## src/rtl/i2c_register_bank.sv

```systemverilog
// Register bank behind the i2c_peripheral read/write handshake: R/W control registers plus RO status inputs.
// Optional feature macro I2C_REGBANK_ERR_CNT_EN maps a saturating illegal-access counter at address NUM_REGS.
module i2c_register_bank #(
  parameter int         NUM_REGS    = 16,
  parameter int         RO_BASE     = 12,
  parameter logic [7:0] RESET_VALUE = 8'h00
) (
  input  logic                            i_sys_clk,
  input  logic                            i_rst,
  input  logic [7:0]                      i_register_address,
  input  logic                            i_read_enable,
  output logic [7:0]                      o_register_data,
  output logic                            o_read_valid,
  input  logic                            i_read_ack,
  input  logic [7:0]                      i_register_data,
  input  logic                            i_write_valid,
  output logic                            o_write_ack,
  output logic [8*RO_BASE-1:0]            o_regs,
  input  logic [8*(NUM_REGS-RO_BASE)-1:0] i_status,
  output logic                            o_wr_strobe,
  output logic [7:0]                      o_wr_index
);

  localparam int         NUM_RO      = NUM_REGS - RO_BASE;
  localparam logic [7:0] LP_RO_BASE  = 8'(RO_BASE);
  localparam logic [7:0] LP_NUM_REGS = 8'(NUM_REGS);

  typedef enum logic [1:0] {
    ST_IDLE,
    ST_RD_VALID,
    ST_RD_RELEASE,
    ST_WR_ACK
  } state_t;

  state_t              r_state;
  state_t              w_state_next;
  logic [8*RO_BASE-1:0] r_regs;
  logic [7:0]          r_register_data;
  logic                r_read_valid;
  logic                r_write_ack;
  logic                r_wr_strobe;
  logic [7:0]          r_wr_index;
  logic                w_commit;
  logic                w_capture;
  logic                w_wr_done;
  logic                w_rd_acked;
  logic                w_addr_rw;
  logic [7:0]          w_read_data;

`ifdef I2C_REGBANK_ERR_CNT_EN
  logic [7:0] r_err_cnt;
  logic       w_err_clr;
  logic       w_err_inc;
`endif

  assign w_addr_rw = (i_register_address < LP_RO_BASE);

  always_comb begin
    w_state_next = r_state;
    w_commit     = 1'b0;
    w_capture    = 1'b0;
    w_wr_done    = 1'b0;
    w_rd_acked   = 1'b0;
    case (r_state)
      ST_IDLE: begin
        // A pending write always beats a simultaneous read request.
        if (i_write_valid) begin
          w_commit     = 1'b1;
          w_state_next = ST_WR_ACK;
        end else if (i_read_enable) begin
          w_capture    = 1'b1;
          w_state_next = ST_RD_VALID;
        end
      end
      ST_RD_VALID: begin
        if (i_read_ack) begin
          w_rd_acked   = 1'b1;
          w_state_next = ST_RD_RELEASE;
        end
      end
      ST_RD_RELEASE: begin
        if (!i_read_enable) w_state_next = ST_IDLE;
      end
      ST_WR_ACK: begin
        if (!i_write_valid) begin
          w_wr_done    = 1'b1;
          w_state_next = ST_IDLE;
        end
      end
      default: w_state_next = ST_IDLE;
    endcase
  end

  always_comb begin
    w_read_data = 8'h00;
    for (int k = 0; k < RO_BASE; k++) begin
      if (i_register_address == 8'(k)) w_read_data = r_regs[8*k +: 8];
    end
    for (int k = 0; k < NUM_RO; k++) begin
      if (i_register_address == 8'(RO_BASE + k)) w_read_data = i_status[8*k +: 8];
    end
`ifdef I2C_REGBANK_ERR_CNT_EN
    if (i_register_address == LP_NUM_REGS) w_read_data = r_err_cnt;
`endif
  end

  always_ff @(posedge i_sys_clk) begin
    if (i_rst) begin
      r_state         <= ST_IDLE;
      r_register_data <= 8'h00;
      r_read_valid    <= 1'b0;
      r_write_ack     <= 1'b0;
      r_wr_strobe     <= 1'b0;
      r_wr_index      <= 8'h00;
    end else begin
      r_state     <= w_state_next;
      r_wr_strobe <= w_commit && w_addr_rw;
      if (w_commit) begin
        r_write_ack <= 1'b1;
        if (w_addr_rw) r_wr_index <= i_register_address;
      end else if (w_wr_done) begin
        r_write_ack <= 1'b0;
      end
      if (w_capture) begin
        r_register_data <= w_read_data;
        r_read_valid    <= 1'b1;
      end else if (w_rd_acked) begin
        r_read_valid <= 1'b0;
      end
    end
  end

  always_ff @(posedge i_sys_clk) begin
    if (i_rst) begin
      r_regs <= {RO_BASE{RESET_VALUE}};
    end else if (w_commit) begin
      for (int k = 0; k < RO_BASE; k++) begin
        if (i_register_address == 8'(k)) r_regs[8*k +: 8] <= i_register_data;
      end
    end
  end

`ifdef I2C_REGBANK_ERR_CNT_EN
  // Writes to RO/unmapped space and reads past the counter are illegal; a counter write clears it.
  assign w_err_clr = w_commit && (i_register_address == LP_NUM_REGS);
  assign w_err_inc = (w_commit && !w_addr_rw && (i_register_address != LP_NUM_REGS)) ||
                     (w_capture && (i_register_address > LP_NUM_REGS));

  always_ff @(posedge i_sys_clk) begin
    if (i_rst) begin
      r_err_cnt <= 8'h00;
    end else if (w_err_clr) begin
      r_err_cnt <= 8'h00;
    end else if (w_err_inc && (r_err_cnt != 8'hFF)) begin
      r_err_cnt <= r_err_cnt + 8'h01;
    end
  end
`endif

  assign o_register_data = r_register_data;
  assign o_read_valid    = r_read_valid;
  assign o_write_ack     = r_write_ack;
  assign o_regs          = r_regs;
  assign o_wr_strobe     = r_wr_strobe;
  assign o_wr_index      = r_wr_index;

endmodule

```

## config.mk

```make
export PLATFORM = sky130hd
export DESIGN_NAME = i2c_register_bank
export DESIGN_NICKNAME = d
export VERILOG_FILES = /design/src/rtl/i2c_register_bank.sv
export SDC_FILE = /design/constraint.sdc
export NUM_CORES = 1
export LEC_CHECK = 0
export BUFFER_PORTS_ARGS = -buffer_cell sky130_fd_sc_hd__clkbuf_2
export CORE_ASPECT_RATIO = 0.9
export CORE_MARGIN = 3
export CORE_UTILIZATION = 48
export CTS_CLUSTER_DIAMETER = 50
export DETAILED_ROUTE_END_ITERATION = 7
export MAX_ROUTING_LAYER = met4
export PLACE_DENSITY = 0.75
export SYNTH_ARGS = -nofsm -noshare
export SYNTH_HDL_FRONTEND = slang
export SYNTH_SLANG_ARGS = --single-unit
```

## constraint.sdc

```tcl
create_clock -name i_sys_clk -period 2.5 [get_ports i_sys_clk]
set_input_delay 0.5 -clock i_sys_clk [delete_from_list [all_inputs] [get_ports i_sys_clk]]
set_output_delay 0.5 -clock i_sys_clk [all_outputs]
set_load 0.01 [all_outputs]
```

== Word-level counts from Yosys, hierarchy flattened ==
Index checks and enable logic that the tools add are counted.

* Magnitude comparators: 1
* Reduce and logical (&&, ||, !) cells: 19
* Muxes and demuxes: 35
* Equal/unequal tests: 22

{| class="wikitable"
|+ Operator list
! operator !! count
|-
| 8-bit 2-to-1 mux || 16
|-
| 8-bit by 4-bit == test with 1-bit output (second input constant) || 8
|-
| 8-bit by 3-bit == test with 1-bit output (second input constant) || 4
|-
| 2-bit AND reduction || 13
|-
| 8-bit by 2-bit == test with 1-bit output (second input constant) || 2
|-
| 1-bit 2-to-1 mux || 13
|-
| 2-bit 2-to-1 mux || 5
|-
| 8-bit by 1-bit == test with 1-bit output (second input constant) || 1
|-
| 8-bit logical NOT || 1
|-
| 8-bit by 4-bit less-than comparator with 1-bit output (second input constant) || 1
|-
| 2-bit one-hot mux with 4 select lines || 1
|-
| 2-bit inequality test (second input constant) || 3
|-
| 2-bit == test (second input constant) || 2
|-
| 4-bit AND reduction || 1
|-
| 2-bit nonzero test || 2
|-
| 3-bit inequality test (second input constant) || 1
|-
| 2-bit by 1-bit == test with 1-bit output (second input constant) || 1
|-
| 2-bit logical NOT || 1
|-
| 1-bit logical AND || 1
|}

* Flip-flop bits (word level): 117
* Logic and storage cells: 95

== Longest topological paths before layout ==
* Depth after elaboration: 17
* Gate-level depth with buffers: 8
* Depth with buffers taken out: 5

== Worst setup path after synthesis ==
No wires, ideal clock.

* Path type: input to register
* Start: in i_register_address[0]
* End: reg r_register_data[7], in the netlist o_register_data[7]
* Arrival: 1.715 ns
* Path buffers: 1
* Cell stages on the path: 6
* Setup slack: 0.665 ns
* Setup time: 0.120 ns
* Path through: buf_4 > mux4_2 > or3_1 > o311a_1 > a2bb2oi_1 > o21ai_1

* Word-level cells in the longest chain between the ends: 17
* Elaborated cells between the ends (all ways): 32
* Those cells by class: 15 x eq/ne; 16 x mux; 1 x reduce/logical

{| class="wikitable"
|+ Ends and longest elaborated chain
! what !! line !! text
|-
| start: declaration || 10 || <nowiki>input logic [7:0] i_register_address,</nowiki>
|-
| 8-bit logical NOT || 97 || <nowiki>if (i_register_address == 8'(k)) w_read_data = r_regs[8*k +: 8];</nowiki>
|-
| 8-bit 2-to-1 mux (12 in a row) || 97 ||
|-
| 8-bit 2-to-1 mux (3 in a row) || 100 || <nowiki>if (i_register_address == 8'(RO_BASE + k)) w_read_data = i_status[8*k +: 8];</nowiki>
|-
| 8-bit 2-to-1 mux (*) || 100 ||
|-
| end signal: assignment || 125 || <nowiki>r_register_data <= w_read_data;</nowiki>
|-
| end: declaration || 38 || <nowiki>logic [7:0] r_register_data;</nowiki>
|}

Mark *: on every way between the ends. The rest lies on a longest branch, timed or not.
A chain may end at the register's enable or synchronous reset.

== Worst setup path in the final report ==
* Start: reg r_state[1]
* End: reg r_regs[42], in the netlist o_regs[42]

* Word-level cells in the longest chain between the ends: 3

{| class="wikitable"
|+ Ends and longest elaborated chain
! what !! line !! text
|-
| start: declaration || 35 || <nowiki>state_t r_state;</nowiki>
|-
| start signal: assignment || 116 || <nowiki>r_state <= w_state_next;</nowiki>
|-
| 2-bit logical NOT || 64 || <nowiki>case (r_state)</nowiki>
|-
| 1-bit 2-to-1 mux || 64 ||
|-
| 2-bit AND reduction (no source line) || - ||
|-
| end signal: assignment || 135 || <nowiki>r_regs <= {RO_BASE{RESET_VALUE}};</nowiki>
|-
| end signal: indexed assignment || 138 || <nowiki>if (i_register_address == 8'(k)) r_regs[8*k +: 8] <= i_register_data;</nowiki>
|-
| end: declaration || 37 || <nowiki>logic [8*RO_BASE-1:0] r_regs;</nowiki>
|}

No other way between the ends.

==> results.sh <==
export IMPL_run_status="completed"
export IMPL_syn_area_um2=5840
export IMPL_antenna_found_initial=0
export IMPL_setup_viol=0
export IMPL_crit_arrival_ns=2.42
export IMPL_synth_area_top_cells="dfxtp_1 (40%), mux2i_1 (7.7%), a21oi_1 (7.3%)"
export IMPL_power_leakage_uw=0.00314
export IMPL_finalMaxSlewViolations=0
export IMPL_synth_edf_count=0
export IMPL_irDropWorstVdd_uv=482
export IMPL_syn_avg_cell_area_um2=8.45
export IMPL_drive_above_1_share=0.310
export IMPL_synth_cell_types=60
export IMPL_ff2ff_path_depth=5
export IMPL_drt_iter0_drc=728
export IMPL_synthArstFlopShare=0
export IMPL_rsz0062_at_grt="no"
export IMPL_path_clk_slew_ns=0.05
export IMPL_routed_wl_um=21000
export IMPL_cts_made_buffers=17
export IMPL_io_buffers=167
export IMPL_cp_start_kind="flop"
export IMPL_register_area_um2=2340
export IMPL_synth_most_common_cell="dfxtp_1"
export IMPL_cp_slowest_stage_delay_ns=0.61
export IMPL_post_cts_resized=0
export IMPL_hold_ws_ns=0.406
export IMPL_synth_seq_cells=117
export IMPL_yosys_top_cells_count="dfxtp_1 (117), nand2_1 (88), a21oi_1 (85), nand3_1 (65), nor2_1 (56)"
export IMPL_setup_tns_final_ns=0
export IMPL_crit_fanout=14
export IMPL_synth_area_leader_cell="dfxtp_1"
export IMPL_dieWidth_um=122
export IMPL_cp_common_cell="nand2_1"
export IMPL_nets=899
export IMPL_critPathRequiredTime_ns=2.79
export IMPL_cts_path_max_buffers=2
export IMPL_start_util=0.500
export IMPL_root_buffer="clkbuf_16"
export IMPL_clk_latency_ns=0.43
export IMPL_end_kind="flop"
export IMPL_fin_crit_sh=0.852
export IMPL_design_core_area_um2=11700
export IMPL_clock_fmax_mhz=469
export IMPL_track_usage=0.319
export IMPL_powerDensity_nw_per_um2=620
export IMPL_row_count=37
export IMPL_netlist_instances=691
export IMPL_die_area_um2=13500
export IMPL_crit_chain="nor3b_4 > and4_1 > nand2_1 > nand2_1 > a21oi_1"
export IMPL_synth_nets=744
export IMPL_yosysWarnings=0
export IMPL_finalClockSkew_ns=0.00715
export IMPL_tightest_slew_ns=0.563
export IMPL_cts_sinks=117
export IMPL_grt_max_degree=46
export IMPL_slew_headroom=0.625
export IMPL_pin_count=168
export IMPL_hold_path_class="in -> reg"
export IMPL_hold_viol=0
export IMPL_diodes=0
export IMPL_route_detailed_drc=0
export IMPL_gr_total_overflow=0
export IMPL_drv_cap=0
export IMPL_grt_pass1_wl_um=32800
export IMPL_postCtsHoldBufs=0
export IMPL_h_tree_depth=4
export IMPL_cts_setup_buffers=0
export IMPL_gp_congestion=0.947
export IMPL_first_global_vias=5899
export IMPL_nFillCells=1015
export IMPL_num_vias=6281
export IMPL_area_growth_pct=25.8
export IMPL_multi_input_area_um2=3150
export IMPL_dp_final_hpwl_um=15100
export IMPL_seq_area_frac_synth=0.401
export IMPL_drt_pass1_iter_count=5
export IMPL_whs_path_depth=3
export IMPL_wl_per_cell_um=20.7
export IMPL_cts_tree="yes"
export IMPL_die_y_um=111
export IMPL_ant_nets=0
export IMPL_crit_slowest_cell="and4_1"
export IMPL_fin_util=0.629
export IMPL_viasPerCell=6.19
export IMPL_netlist_area_leader_share=0.401
export IMPL_yosys_most_used_dff="dfxtp_1"
export IMPL_fin_crit_ns=2.13
export IMPL_path_class="reg -> reg"
[per-layer routing]
| metal | up-vias | routed length, um | part of all wire | track usage |
|---|---|---|---|---|
| met3 | 70 | 2440 | 0.12 | 0.0753 |
| met2 | 419 | 9380 | 0.45 | 0.473 |
| met4 | 0 | 621 | 0.030 | 0.127 |
| met5 | - | 0 | 0 | - |
| li1 | 2822 | - | - | - |
| met1 | 2970 | 8580 | 0.41 | 0.418 |
[path summary, 6_finish.rpt]
path,slack (ns),start,end
hold / removal,0.41,i_read_enable,r_state[1]
hold reg to reg,0.47,o_wr_index[7],o_wr_index[7]
setup / recovery,0.37,r_state[1],o_regs[42]
setup reg to reg,0.37,r_state[1],o_regs[42]
[cells in the final DEF (no fill, tap or decap), types with 15 or more instances in the layout]
| master | instances |
|---|---|
| clkbuf_16 | 17 |
| buf_4 | 28 |
| mux2i_1 | 45 |
| clkbuf_2 | 166 |
| nand2_1 | 88 |
| a21oi_1 | 85 |
| mux2_2 | 18 |
| nor2_1 | 56 |
| o21ai_0 | 15 |
| nand3_1 | 65 |
| dfxtp_1 | 117 |
[metrics by stage]
stage	power [uW]	setup WS, ns	cell area (um2)	instances
detailed placement	2330	0.224	6800	983
global route	4670	0.276	7340	1014
floorplan	2170	0.665	5840	691
CTS	4550	0.433	7340	1014
finish	4560	0.369	7340	1014
global placement	2320	0.219	6800	983
[worst max-delay path, delay by kind of cell (launching register included)]
| family | cells | cell delay, ns |
|---|---|---|
| AND/OR/NAND/NOR | 4 | 1.47 |
| AO/OA/AOI/OAI | 1 | 0.09 |
| flip-flops | 1 | 0.43 |
[registers in the layout, summed over array words and instances, names as in the netlist]
register,cells
o_read_valid,1
o_register_data,8
o_regs,96
o_wr_index,8
o_wr_strobe,1
o_write_ack,1
r_state,2
[report_power, final]
group          leakage [uW]  internal [uW]  switching (uW)  total [uW]
Combinational       0.00193            140             258         397
Clock              0.000264           1400             861        2260
Sequential         0.000943           1880            20.5        1900
Total               0.00314           3420            1140        4560
[cell type report]
class / count / area share
Clock buffer: 21 / 0.0627
Clock inverter: 10 / 0.0112
Inverter: 4 / 0.00204
Multi-Input combinational cell: 509 / 0.429
Sequential cell: 117 / 0.319
Tap cell: 156 / 0.0266
Timing Repair Buffer: 197 / 0.150
[cell families after synthesis]
kind of cell           count (synthesis)  share of synthesized area
and+or+nand+nor                      263                      0.224
AOI/OAI and AO/OA                    180                      0.191
DFF                                  117                      0.401
muxes                                 66                      0.123
buffers and inverters                 65                     0.0598
Power figures use the tool's default switching activity.
